==> src/rtl/multicycle_controller.sv <==
// Main control FSM for the multicycle RISC-V datapath (lw, sw, R/I-type ALU, beq, jal).
// Define MC_ILLEGAL_TRAP_EN to trap unknown opcodes in a TRAP state; otherwise they act as NOPs.
module multicycle_controller (
  input  logic       clk,
  input  logic       reset,
  input  logic [6:0] op,
  input  logic       Zero,
  output logic [1:0] ImmSrc,
  output logic [1:0] ALUSrcA,
  output logic [1:0] ALUSrcB,
  output logic [1:0] ResultSrc,
  output logic       AdrSrc,
  output logic [1:0] ALUOp,
  output logic       IRWrite,
  output logic       PCWrite,
  output logic       RegWrite,
  output logic       MemWrite,
  output logic       Illegal
);

  localparam logic [6:0] OpLoad  = 7'b0000011;
  localparam logic [6:0] OpStore = 7'b0100011;
  localparam logic [6:0] OpRType = 7'b0110011;
  localparam logic [6:0] OpIType = 7'b0010011;
  localparam logic [6:0] OpBeq   = 7'b1100011;
  localparam logic [6:0] OpJal   = 7'b1101111;

  typedef enum logic [3:0] {
    StFetch,
    StDecode,
    StMemAdr,
    StMemRead,
    StMemWb,
    StMemWrite,
    StExecuteR,
    StExecuteI,
    StAluWb,
    StBeq,
    StJal
`ifdef MC_ILLEGAL_TRAP_EN
    ,
    StTrap
`endif
  } state_e;

  state_e state_q, state_d;
  logic   pc_update;
  logic   branch;

  always_ff @(posedge clk or posedge reset) begin
    if (reset) begin
      state_q <= StFetch;
    end else begin
      state_q <= state_d;
    end
  end

  always_comb begin
    state_d = StFetch;
    unique case (state_q)
      StFetch: state_d = StDecode;
      StDecode: begin
        unique case (op)
          OpLoad, OpStore: state_d = StMemAdr;
          OpRType:         state_d = StExecuteR;
          OpIType:         state_d = StExecuteI;
          OpBeq:           state_d = StBeq;
          OpJal:           state_d = StJal;
`ifdef MC_ILLEGAL_TRAP_EN
          default:         state_d = StTrap;
`else
          default:         state_d = StFetch;
`endif
        endcase
      end
      StMemAdr:   state_d = (op == OpLoad) ? StMemRead : StMemWrite;
      StMemRead:  state_d = StMemWb;
      StMemWb:    state_d = StFetch;
      StMemWrite: state_d = StFetch;
      StExecuteR: state_d = StAluWb;
      StExecuteI: state_d = StAluWb;
      StJal:      state_d = StAluWb;
      StAluWb:    state_d = StFetch;
      StBeq:      state_d = StFetch;
`ifdef MC_ILLEGAL_TRAP_EN
      StTrap:     state_d = StTrap;
`endif
      default:    state_d = StFetch;
    endcase
  end

  always_comb begin
    ALUSrcA   = 2'b00;
    ALUSrcB   = 2'b00;
    ResultSrc = 2'b00;
    AdrSrc    = 1'b0;
    ALUOp     = 2'b00;
    IRWrite   = 1'b0;
    RegWrite  = 1'b0;
    MemWrite  = 1'b0;
    pc_update = 1'b0;
    branch    = 1'b0;
    unique case (state_q)
      StFetch: begin
        IRWrite   = 1'b1;
        ALUSrcB   = 2'b10;
        ResultSrc = 2'b10;
        pc_update = 1'b1;
      end
      StDecode: begin
        // Precompute the branch target while the opcode is decoded.
        ALUSrcA = 2'b01;
        ALUSrcB = 2'b01;
      end
      StMemAdr: begin
        ALUSrcA = 2'b10;
        ALUSrcB = 2'b01;
      end
      StMemRead: AdrSrc = 1'b1;
      StMemWb: begin
        ResultSrc = 2'b01;
        RegWrite  = 1'b1;
      end
      StMemWrite: begin
        AdrSrc   = 1'b1;
        MemWrite = 1'b1;
      end
      StExecuteR: begin
        ALUSrcA = 2'b10;
        ALUOp   = 2'b10;
      end
      StExecuteI: begin
        ALUSrcA = 2'b10;
        ALUSrcB = 2'b01;
        ALUOp   = 2'b10;
      end
      StAluWb: RegWrite = 1'b1;
      StBeq: begin
        ALUSrcA = 2'b10;
        ALUOp   = 2'b01;
        branch  = 1'b1;
      end
      StJal: begin
        ALUSrcA   = 2'b01;
        ALUSrcB   = 2'b10;
        pc_update = 1'b1;
      end
      default: ;
    endcase
  end

  assign PCWrite = pc_update | (branch & Zero);

  always_comb begin
    unique case (op)
      OpStore: ImmSrc = 2'b01;
      OpBeq:   ImmSrc = 2'b10;
      OpJal:   ImmSrc = 2'b11;
      default: ImmSrc = 2'b00;
    endcase
  end

`ifdef MC_ILLEGAL_TRAP_EN
  assign Illegal = (state_q == StTrap);
`else
  assign Illegal = 1'b0;
`endif

endmodule

==> config.mk <==
export PLATFORM = sky130hd
export DESIGN_NAME = multicycle_controller
export DESIGN_NICKNAME = d
export VERILOG_FILES = /design/src/rtl/multicycle_controller.sv
export SDC_FILE = /design/constraint.sdc
export NUM_CORES = 1
export LEC_CHECK = 0
export BUFFER_PORTS_ARGS = -buffer_cell sky130_fd_sc_hd__buf_4
export CORE_AREA = 2 2 39 41
export CTS_CLUSTER_DIAMETER = 100
export DETAILED_ROUTE_END_ITERATION = 10
export DIE_AREA = 0 0 41 43
export PLACE_DENSITY_LB_ADDON = 0.25
export SKIP_CTS_REPAIR_TIMING = 1
export SYNTH_ARGS = -nofsm -noshare
export SYNTH_HDL_FRONTEND = slang
export SYNTH_SLANG_ARGS = --single-unit
==> constraint.sdc <==
create_clock -name clk -period 1.26 [get_ports clk]
set_input_delay 0.063 -clock clk [delete_from_list [all_inputs] [get_ports clk]]
set_output_delay 0.063 -clock clk [all_outputs]
set_load 0.01 [all_outputs]
---- Word-level counts from Yosys, hierarchy flattened ----
Index checks and enable logic that the tools add are counted.
storage, ports and cells
  memory bits (read-only) ................. 0
  flip-flop bits (word level) ............. 4
  latch bits .............................. 0
  output and inout bits ................... 16
  logic and storage cells ................. 43
  input bits .............................. 10
  memories kept ........................... 0
  memory bits (writable) .................. 0
cells by class
  div/mod/pow operators ................... 0
  bitwise operators ....................... 2
  $add $sub $neg .......................... 0
  $lt $le $gt $ge ......................... 0
  equal/unequal tests ..................... 16
  reduce and logical (&&, ||, !) cells .... 10
  multiply operators ...................... 0
  shift operators ......................... 0
  mux-type cells .......................... 14
operators with widths
  operator              number
  $pmux W4 S5           2
  $eq A4 B3 Y1 const B  4
  $pmux W2 S2           4
  $eq A7 B6 Y1 const B  2
  $eq A7 B7 Y1 const B  2
  $eq A4 B4 Y1 const B  3
  $reduce_or A2 Y1      6
  $eq A4 B2 Y1 const B  2
  $eq A7 B2 Y1 const B  1
  $eq A7 B5 Y1 const B  1
  $mux W1               6
  $pmux W2 S3           1
  $reduce_or A3 Y1      2
  $eq A4 B1 Y1 const B  1
  $logic_not A4 Y1      1
  $reduce_or A4 Y1      1
  $mux W3               1
  $and A1 B1 Y1         1
  $or A1 B1 Y1          1

---- Logic depth before layout (Yosys ltp) ----
Gate-level depths: netlist (run 1).
  depth in word-level cells ............... 4
  gate-level depth with buffers ........... 4
  mapped depth without buffers ............ 3

---- Worst setup path before layout (run 1) ----
No wires, ideal clock.
  kind .................................... register -> output
  from .................................... register state_q[1]
  to ...................................... output port PCWrite
  arrival ................................. 1.064 ns
  cell stages (with the launch flop) ...... 4
  setup slack ............................. 0.133 ns
  required time ........................... 1.197 ns
  cells stage by stage .................... dfrtp_1 xor2_1 nor3_1 a21o_1
on the way
  cells in the longest elaborated chain, start to end .. 4
ends and longest elaborated chain
  what                                                                 line      source
  from (decl)                                                          46        state_e state_q, state_d;
  from (signal assigned)                                               52        state_q <= StFetch;
  from (signal assigned)                                               54        state_q <= state_d;
  $eq A4 B4 Y1 / $logic_not A4 Y1 (equally long branches)              103       unique case (state_q)
  $reduce_or A2 Y1 (no source line) / $mux W1 (equally long branches)  -
  $mux W1 / $and A1 B1 Y1 (equally long branches)                      103, 152
  $or A1 B1 Y1 *                                                       152       assign PCWrite = pc_update | (branch & Zero);
  to (decl)                                                            15        output logic PCWrite,
Mark *: on every way between the ends. The rest lies on a longest branch, timed or not.

---- Worst setup path after layout (run 1) ----
  from .................................... register state_q[2]
  to ...................................... output port ResultSrc[1]
on the way
  cells in the longest elaborated chain, start to end .. 2
ends and longest elaborated chain
  what                                                     line  source
  $eq A4 B3 Y1 / $logic_not A4 Y1 (equally long branches)  103
  $pmux W2 S2 *                                            103
  to (decl)                                                11    output logic [1:0] ResultSrc,
Marks and branches as above.

==> metrics.md, run 1 <==
| Metric | Value |
|---|---|
| Die height | `43 um` |
| DP HPWL | `approximately 960 um` |
| Worst vdd ir | `about 0.57 mV` |
| Final period util | `1.13` |
| Post-Synth XOR/XNOR Area | `0.0714` |
| Post-Syn Instances | `60` |
| CORE AREA | `~1400 um2` |
| Fill cell count | `between 100 and 150` |
| Die Wd | `41 um` |
| Final setup fails | `10` |
| Post-Syn Area | `490 um2` |
| Wl on met1 | `between 500 and 600 um` |
| Crit end category | `primary output` |
| Register area share after synthesis | `0.204` |
| Simple-gate area share of the yosys netlist | `0.398` |
| GRT Overall Usage | `0.169` |
| Routed met3 length | `roughly 80 um` |
| Skew-Pair Late Insertion Delay | `0.24 ns` |
| Crit Path Class | `reg -> out` |
| CTS sink cnt | `4` |
| Die area | `~1800 um2` |
| Leakage | `between 0.0003 and 0.0004 uW` |
| Largest family of logic cells by synthesized area | `simple AND/OR/NAND/NOR gates` |
| Drt wl/cell | `between 10 and 15 um` |
| Pins Over Slew Limit | `0` |
| Hold WC Path Type | `in -> reg` |
| Outcome | `finished, violations left` |
| Inserted Clock Buffers | `3` |
| WP buf/inv | `2` |
| CP max-delay cell | `dfrtp_2` |
| Met2 wire len | `between 700 and 800 um` |
| Synth Register Bits | `4` |
| Max Fanout on Critical Path | `8` |
| Crit path time final | `between 1 and 1.5 ns` |
| Cell area power density | `about 1300 nW/um2` |
| Largest net degree at the start of global routing | `10` |
| Final Net Count | `about 110` |
| Largest regs | `state_q: 4 flops` |
| Pre-CTS WS | `between 0.07 and 0.08 ns` |
| GP Congestion | `approximately 0.77` |
| Ant diodes | `0` |
| Clk_skew | `just under 0.005 ns` |
| Max-cap violation count | `0` |
| Final WL | `approximately 1400 um` |
| Area share of the largest cell type after synthesis | `0.204` |
| # DRC | `0` |
| Area leader, netlist | `dfrtp_1` |
| Setup tns final | `-1.05 ns` |
| Reg clk slew, reported paths | `around 0.040 ns` |
| Total power | `roughly 1200 uW` |
| Number of unique standard cell types used by synthesis | `34` |
| Number of flip-flops in the largest register | `4` |
| Synth Area in Compound Gates | `0.194` |
| Synth top area cells | `dfrtp_1, nor3_1, xnor2_1` |
| Biggest register | `state_q` |
| Failing checks | `negative setup slack` |
| Commonest non-fill, non-tap cell in the layout | `buf_4` |
| PortBufs | `24` |
| Crit path max-delay family | `flip-flops` |
| Initial antenna violation count | `0` |
| Cell Chain, Critical Path | `buf_6 > or2_4 > nor3_4 > buf_6` |
| Clock Path Buffers | `2` |
| Initial Util | `0.354` |
| Iteration count of the initial detailed-routing pass | `6` |
| Req. time, crit path | `1.20 ns` |
| Nature of the critical path startpoint | `register` |
| Rows | `14` |
| Vias per std cell | `roughly 5.2` |
| Synth Area in Adders | `0` |
| Starting DRT DRC Count | `14` |
| Area grow syn2layout | `81.4%` |
| Top layer in use | `met3` |
| H-Tree Depth | `1` |
| Ports | `26` |
| Hold Fails Final Rpt | `0` |
| TritonCTS clock tree | `yes` |
| First-pass GRT wire length | `2060 um` |
| Final hold slack | `between 0.1 and 0.15 ns` |
| Largest stage delay, worst path | `0.43 ns` |
| Routed vias | `587` |
| Syn_nets | `70` |
| Syn_area_per_cell | `~8.2 um2` |
| Setup WS post-layout | `-0.164 ns` |
| GRT overflow | `0` |
| Warnings from Yosys | `0` |
| Layout cells sized above 1 | `0.635` |
| RSZ-0062 raised after global routing | `true` |
| Most frequent cells in the layout | `buf_4, nor3_1, buf_6` |
| Mux contribution to synthesized area | `0.0204` |
| Vias in the first global route | `about 540` |
| WP data arrival | `about 1.4 ns` |
| Root Driver | `clkbuf_4` |
| Post-DRT Antenna Nets | `0` |
| FMAX | `between 0.7 and 0.8 GHz` |
| Critical Path Most Common Cell | `buf_6` |
-- per-stage QoR --
stage	cells	cell area, um2	utilization
CTS	103	711	0.514
detailed placement	100	688	0.497
global route	112	890	0.643
floorplan	60	490	-
global placement	100	688	0.497
finish	112	890	0.643
-- tightest hold or removal path, cell delays in order --
cell and delay (ns):
buf_4 0.11, nand2_1 0.10, nor4_2 0.06
-- cell families (layout without fill, tap and decap cells) --
logic type | after synthesis | after routing
AO/OA/AOI/OAI | 13 | 13
XOR/XNOR | 4 | 4
buffers and inverters | 8 | 44
flip-flops | 4 | 4
multiplexers | 1 | 1
other | 1 | 1
AND/OR/NAND/NOR | 29 | 29
-- Yosys cell counts --
master and instances:
nand2_1 1, buf_6 2, nor4_2 1, nor4b_2 1
and3b_2 1, conb_1 1, dfrtp_1 4, or2_4 1
nor2b_1 2, o21bai_1 1, inv_1 3, a211oi_1 1
nor3_1 8, a31o_1 1, mux2i_1 1, nor2_1 4
and2_0 1, a41oi_1 2, and3_1 1, a21o_1 1
a31oi_2 1, xnor2_1 3, nor3b_1 3, a21oi_1 2
o21ai_0 2, buf_2 2, nand2b_1 1, nor3_4 1
and2_1 2, a31oi_1 1, o211ai_1 1, nand3b_1 1
buf_4 1, xor2_1 1
-- power by group --
| part | internal (uW) | switching (uW) |
|---|---|---|
| combinational | 500 | 345 |
| sequential | 152 | 31.9 |
| clock | 106 | 51.3 |
| total | 759 | 428 |
-- per-layer routing --
| metal | global-route usage | vias up |
|---|---|---|
| li1 | - | 290 |
| met1 | 0.176 | 277 |
| met2 | 0.291 | 20 |
| met3 | 0.0314 | 0 |
| met4 | 0.100 | 0 |
| met5 | 0 | - |
-- path summary, 6_finish.rpt --
| check | from | to | slack [ns] | cells past startpoint |
|---|---|---|---|---|
| hold / removal | op[0] | state_q[1] | 0.13 | 3 |
| setup reg to reg | state_q[2] | state_q[1] | -0.10 | 4 |
| max in group asynchronous | reset | state_q[3] | 0.82 | 3 |
| hold reg to reg | state_q[0] | state_q[0] | 0.52 | 1 |
| setup / recovery | state_q[2] | ResultSrc[1] | -0.16 | 4 |
| min in group asynchronous | reset | state_q[1] | 0.27 | 3 |
-- final cells by class --
cell class	instances	area, um2	share of cell area
Clock buffer	3	22.5	0.0253
Inverter	3	11.3	0.0127
Multi-Input combinational cell	48	404	0.454
Sequential cell	4	105	0.118
Tap cell	16	20.0	0.0225
Timing Repair Buffer	38	327	0.367
Power figures use the tool's default switching activity.
==> inputs of run 2 (changes only) <==
--- a/config.mk
+++ b/config.mk
@@ -10,7 +10,7 @@
 export CTS_CLUSTER_DIAMETER = 100
 export DETAILED_ROUTE_END_ITERATION = 10
 export DIE_AREA = 0 0 41 43
-export PLACE_DENSITY_LB_ADDON = 0.25
+export PLACE_DENSITY = 0.68
 export SKIP_CTS_REPAIR_TIMING = 1
 export SYNTH_ARGS = -nofsm -noshare
 export SYNTH_HDL_FRONTEND = slang
==> metrics.md, run 2 (synthesis results as in run 1) <==
| Metric | Value |
|---|---|
| Final period util | `1.13` |
| Vias per std cell | `between 5 and 6` |
| Starting DRT DRC Count | `7` |
| CTS sink cnt | `4` |
| Initial Util | `0.354` |
| Vias in the first global route | `~440` |
| Most frequent cells in the layout | `buf_4, nor3_2, nor2_1, dfrtp_2` |
| Die Wd | `slightly above 40 um` |
| Setup tns final | `-0.622 ns` |
| Die area | `about 1800 um2` |
| Hold Crit Endpoint | `state_q[1]` |
| Worst vdd ir | `approximately 0.50 mV` |
| Final core utilization | `0.607` |
| Outcome | `finished, violations left` |
| Layout cells sized above 1 | `0.648` |
| WP data arrival | `1.36 ns` |
| RR Startpoint | `state_q[2]` |
| Hold Fails Final Rpt | `0` |
| R2R depth | `3` |
| Final WL | `roughly 1200 um` |
| Max-cap violation count | `0` |
| Cell area power density | `between 1000 and 1500 nW/um2` |
| Crit Reg-Reg Endpoint | `state_q[1]` |
| Critical Path Most Common Cell | `buf_4` |
| Iteration count of the initial detailed-routing pass | `4` |
| Worst Hold Path Cells | `3` |
| Final setup fails | `9` |
| Clk_skew | `0.00570 ns` |
| WP buf/inv | `2` |
| Hold WC Path Type | `in -> reg` |
| Largest net degree at the start of global routing | `9` |
| FMAX | `0.705 GHz` |
| Fin cells | `about 110` |
| H-Tree Depth | `1` |
| Crit path max-delay family | `flip-flops` |
| PortBufs | `24` |
| Crit end category | `primary output` |
| Largest regs | `state_q: 4 flops` |
| GRT Overall Usage | `0.144` |
| CORE AREA | `approximately 1400 um2` |
| Root Driver | `clkbuf_4` |
| Final Instance Area | `between 800 and 900 um2` |
| Skew-Pair Late Insertion Delay | `between 0.2 and 0.3 ns` |
| Biggest register | `state_q` |
| Fill cell count | `120` |
| # DRC | `0` |
| Pins Over Slew Limit | `0` |
| RSZ-0062 raised after global routing | `true` |
| Placed Instances | `approximately 100` |
| Ant diodes | `0` |
| Failing checks | `negative setup slack` |
| TritonCTS clock tree | `yes` |
| Largest stage delay, worst path | `about 0.45 ns` |
| DP HPWL | `893 um` |
| Final hold slack | `between 0.1 and 0.15 ns` |
| Drt wl/cell | `11.5 um` |
| Flip-flop and latch area | `approximately 110 um2` |
| Worst hold start | `op[0]` |
| Clock Path Buffers | `2` |
| R2R Setup Slk | `0.05 ns` |
| Area occupied by multi-input gates | `423 um2` |
| Nature of the critical path startpoint | `register` |
| Crit Path Class | `reg -> out` |
| Commonest non-fill, non-tap cell in the layout | `buf_4` |
| First-pass GRT wire length | `1670 um` |
| GP Congestion | `roughly 0.75` |
| CP max-delay cell | `dfrtp_2` |
| Ports | `26` |
| Max Fanout on Critical Path | `7` |
| Area grow syn2layout | `71.2%` |
| Inserted Clock Buffers | `3` |
| Setup WS post-layout | `-0.158 ns` |
| Rows | `14` |
| Leakage | `roughly 0.00037 uW` |
| Final Net Count | `a little over 100` |
| Die height | `between 40 and 50 um` |
| Cell Chain, Critical Path | `buf_4 > xnor2_2 > a21oi_1 > nor2_1 > buf_4` |
| Reg clk slew, reported paths | `approximately 0.04 ns` |
| GRT overflow | `0` |
| Req. time, crit path | `approximately 1.2 ns` |
| Crit path time final | `~1.4 ns` |
| Routed vias | `557` |
| Initial antenna violation count | `0` |
| Post-DRT Antenna Nets | `0` |
| DP Area | `~700 um2` |
| Number of flip-flops in the largest register | `4` |
==> run 2: layout make-up <==
| cell class | count | share of cell area |
|---|---|---|
| clock buffers | 3 | 0.0268 |
| flip-flops and latches | 4 | 0.125 |
| multi-input cells | 48 | 0.504 |
| well taps | 16 | 0.0238 |
| repair buffers | 33 | 0.307 |
| inverters | 3 | 0.0134 |
==> run 2: per-layer routing <==
layer  vias to the layer above  share of wire  routed length, um  GRT usage
li1                        276              -                  -          -
met1                       252           0.39                473      0.149
met2                        26           0.51                630      0.219
met3                         3          0.083                102     0.0628
met4                         0          0.017                 21      0.100
met5                         -              0                  0          0
==> run 2: worst reg2reg max path, stage by stage (launching register included) <==
cell and delay [ns]:
dfrtp_2 0.44, or2_4 0.29, buf_4 0.15, nor4_2 0.24
==> run 2: metrics by stage <==
stage          total power [uW]  setup slack (ns)
3_5_place_dp                721            0.0566
3_3_place_gp                721             0.114
6_report                   1050            -0.158
5_1_grt                    1120            -0.204
2_1_floorplan               453             0.133
4_1_cts                     896            -0.224
==> run 2: worst max path at each step <==
stage / start / end / slack, ns / cells past startpoint
finish: state_q[1] / ALUSrcB[0] / -0.16 / 5
detailed placement: state_q[1] / ALUSrcA[1] / 0.06 / 4
CTS: state_q[1] / ALUSrcA[1] / -0.22 / 4
floorplan: state_q[1] / PCWrite / 0.13 / 3
global placement: state_q[0] / ALUSrcA[1] / 0.11 / 4
global route: state_q[1] / ALUSrcA[1] / -0.20 / 4
==> run 2: power by group <==
| part | switching [uW] | leakage (uW) | total (uW) | internal [uW] |
|---|---|---|---|---|
| logic | 309 | 0.000308 | 691 | 382 |
| registers | 32.1 | 0.0000476 | 184 | 152 |
| clock network | 63.8 | 0.0000138 | 171 | 107 |
==> inputs of run 3 (changes only) <==
--- a/config.mk
+++ b/config.mk
@@ -10,7 +10,7 @@
 export CTS_CLUSTER_DIAMETER = 100
 export DETAILED_ROUTE_END_ITERATION = 10
 export DIE_AREA = 0 0 41 43
-export PLACE_DENSITY = 0.68
+export PLACE_DENSITY = 0.7
 export SKIP_CTS_REPAIR_TIMING = 1
 export SYNTH_ARGS = -nofsm -noshare
 export SYNTH_HDL_FRONTEND = slang
==> constraint.sdc (replaced) <==
create_clock -name clk -period 1.3 [get_ports clk]
set_input_delay 0.065 -clock clk [delete_from_list [all_inputs] [get_ports clk]]
set_output_delay 0.065 -clock clk [all_outputs]
set_load 0.01 [all_outputs]
==> metrics.md, run 3 (synthesis results as in run 1) <==
| Metric | Value |
|---|---|
| Starting DRT DRC Count | `4` |
| CTS sink cnt | `4` |
| Rows | `14` |
| CP max-delay cell | `dfrtp_2` |
| PortBufs | `24` |
| Crit Path Class | `reg -> out` |
| Die Wd | `between 40 and 50 um` |
| Ant diodes | `0` |
| Setup tns final | `-0.317 ns` |
| Largest regs | `state_q: 4 flops` |
| Reg clk slew, reported paths | `0.03 ns` |
| RSZ-0062 raised after global routing | `true` |
| Final period util | `1.06` |
| Leakage | `0.000363 uW` |
| Flip-flop and latch area | `~100 um2` |
| Area grow syn2layout | `62.0%` |
| Post-DRT Antenna Nets | `0` |
| DP HPWL | `around 950 um` |
| Iteration count of the initial detailed-routing pass | `2` |
| Fill cell count | `131` |
| FMAX | `0.727 GHz` |
| Vias in the first global route | `~420` |
| Die area | `approximately 1800 um2` |
| GRT overflow | `0` |
| Pins Over Slew Limit | `0` |
| Final setup fails | `8` |
| Cell Chain, Critical Path | `nor3b_2 > and2_4 > o21bai_1 > buf_4` |
| Crit end category | `primary output` |
| Max-cap violation count | `0` |
| Largest stage delay, worst path | `around 0.46 ns` |
| CORE AREA | `between 1000 and 1500 um2` |
| Layout cells sized above 1 | `0.560` |
| Inserted Clock Buffers | `3` |
| Initial Util | `0.354` |
| Max Fanout on Critical Path | `8` |
| WP data arrival | `between 1 and 1.5 ns` |
| Largest net degree at the start of global routing | `10` |
| Biggest register | `state_q` |
| Final WL | `about 1300 um` |
| Clk_skew | `between 0.002 and 0.003 ns` |
| # DRC | `0` |
| Req. time, crit path | `1.24 ns` |
| Final Net Count | `103` |
| Skew-Pair Late Insertion Delay | `~0.23 ns` |
| Vias per std cell | `around 5.0` |
| Setup WS post-layout | `-0.0760 ns` |
| Outcome | `finished, violations left` |
| Most frequent cells in the layout | `buf_4, nor3_1, nor2_1` |
| Nature of the critical path startpoint | `register` |
| Commonest non-fill, non-tap cell in the layout | `buf_4` |
| H-Tree Depth | `1` |
| Die height | `43 um` |
| Failing checks | `negative setup slack` |
| Clock Path Buffers | `2` |
| GP Congestion | `between 0.8 and 0.9` |
| Hold Fails Final Rpt | `0` |
| Initial antenna violation count | `0` |
| Root Driver | `clkbuf_4` |
| Area occupied by multi-input gates | `between 300 and 400 um2` |
| Hold WC Path Type | `in -> reg` |
| Drt wl/cell | `approximately 12 um` |
| Final core utilization | `0.574` |
| Crit path time final | `about 1.4 ns` |
| TritonCTS clock tree | `yes` |
| Number of flip-flops in the largest register | `4` |
| Ports | `26` |
| Cell area power density | `between 1000 and 1500 nW/um2` |
| GRT Overall Usage | `0.148` |
| First-pass GRT wire length | `around 1700 um` |
| Routed vias | `~540` |
| Worst vdd ir | `approximately 0.9 mV` |
run 3: changes by cell type in the layout (fill, tap and decap cells not counted), sizes merged:
cell	change
clkbuf	+1
buf	-1
run 3: worst paths after layout:
kind                       slack [ns]          to       start  cells after the start
setup / recovery                -0.08  ALUSrcA[1]  state_q[1]                      4
hold / removal                   0.15  state_q[1]       op[0]                      3
setup reg to reg                 0.11  state_q[3]  state_q[1]                      4
hold reg to reg                  0.65  state_q[3]  state_q[2]                      2
max in group asynchronous        0.85  state_q[1]       reset                      3
min in group asynchronous        0.28  state_q[2]       reset                      3
run 3: critical path, delay by kind of cell, from the launching register on:
family	cells	cell delay, ns
compound gates	1	0.10
buf+inv	1	0.14
flops	1	0.46
simple gates	2	0.39
run 3: report_power, final:
| part | internal, uW | switching, uW | leakage, uW |
|---|---|---|---|
| Clock | 103 | 45.4 | 0.0000138 |
| Combinational | 339 | 286 | 0.000298 |
| Sequential | 144 | 24.9 | 0.0000503 |
run 3: per-stage QoR:
step | hold slack (ns) | instances | instance area, um2 | setup slack, ns | power [uW]
3_5_place_dp | -0.0388 | 100 | 688 | 0.0815 | 683
4_1_cts | -0.283 | 103 | 711 | -0.177 | 836
6_report | 0.146 | 107 | 795 | -0.0760 | 943
2_1_floorplan | -0.169 | 60 | 490 | 0.171 | 440
3_3_place_gp | -0.0449 | 100 | 688 | 0.0906 | 687
5_1_grt | 0.151 | 107 | 795 | -0.159 | 1020
run 3: final cells by class:
class / instances / area share
multi-input combinational: 48 / 0.477
inverter: 3 / 0.0142
sequential: 4 / 0.129
clock buffer: 3 / 0.0283
tap: 16 / 0.0252
timing repair buffer: 33 / 0.326
run 3: routing by layer:
metal	vias up	track usage	wire length [um]
met5	-	0	0
met4	0	0.0600	0
met3	0	0.0785	91
met2	20	0.222	629
met1	242	0.169	542
li1	276	-	-
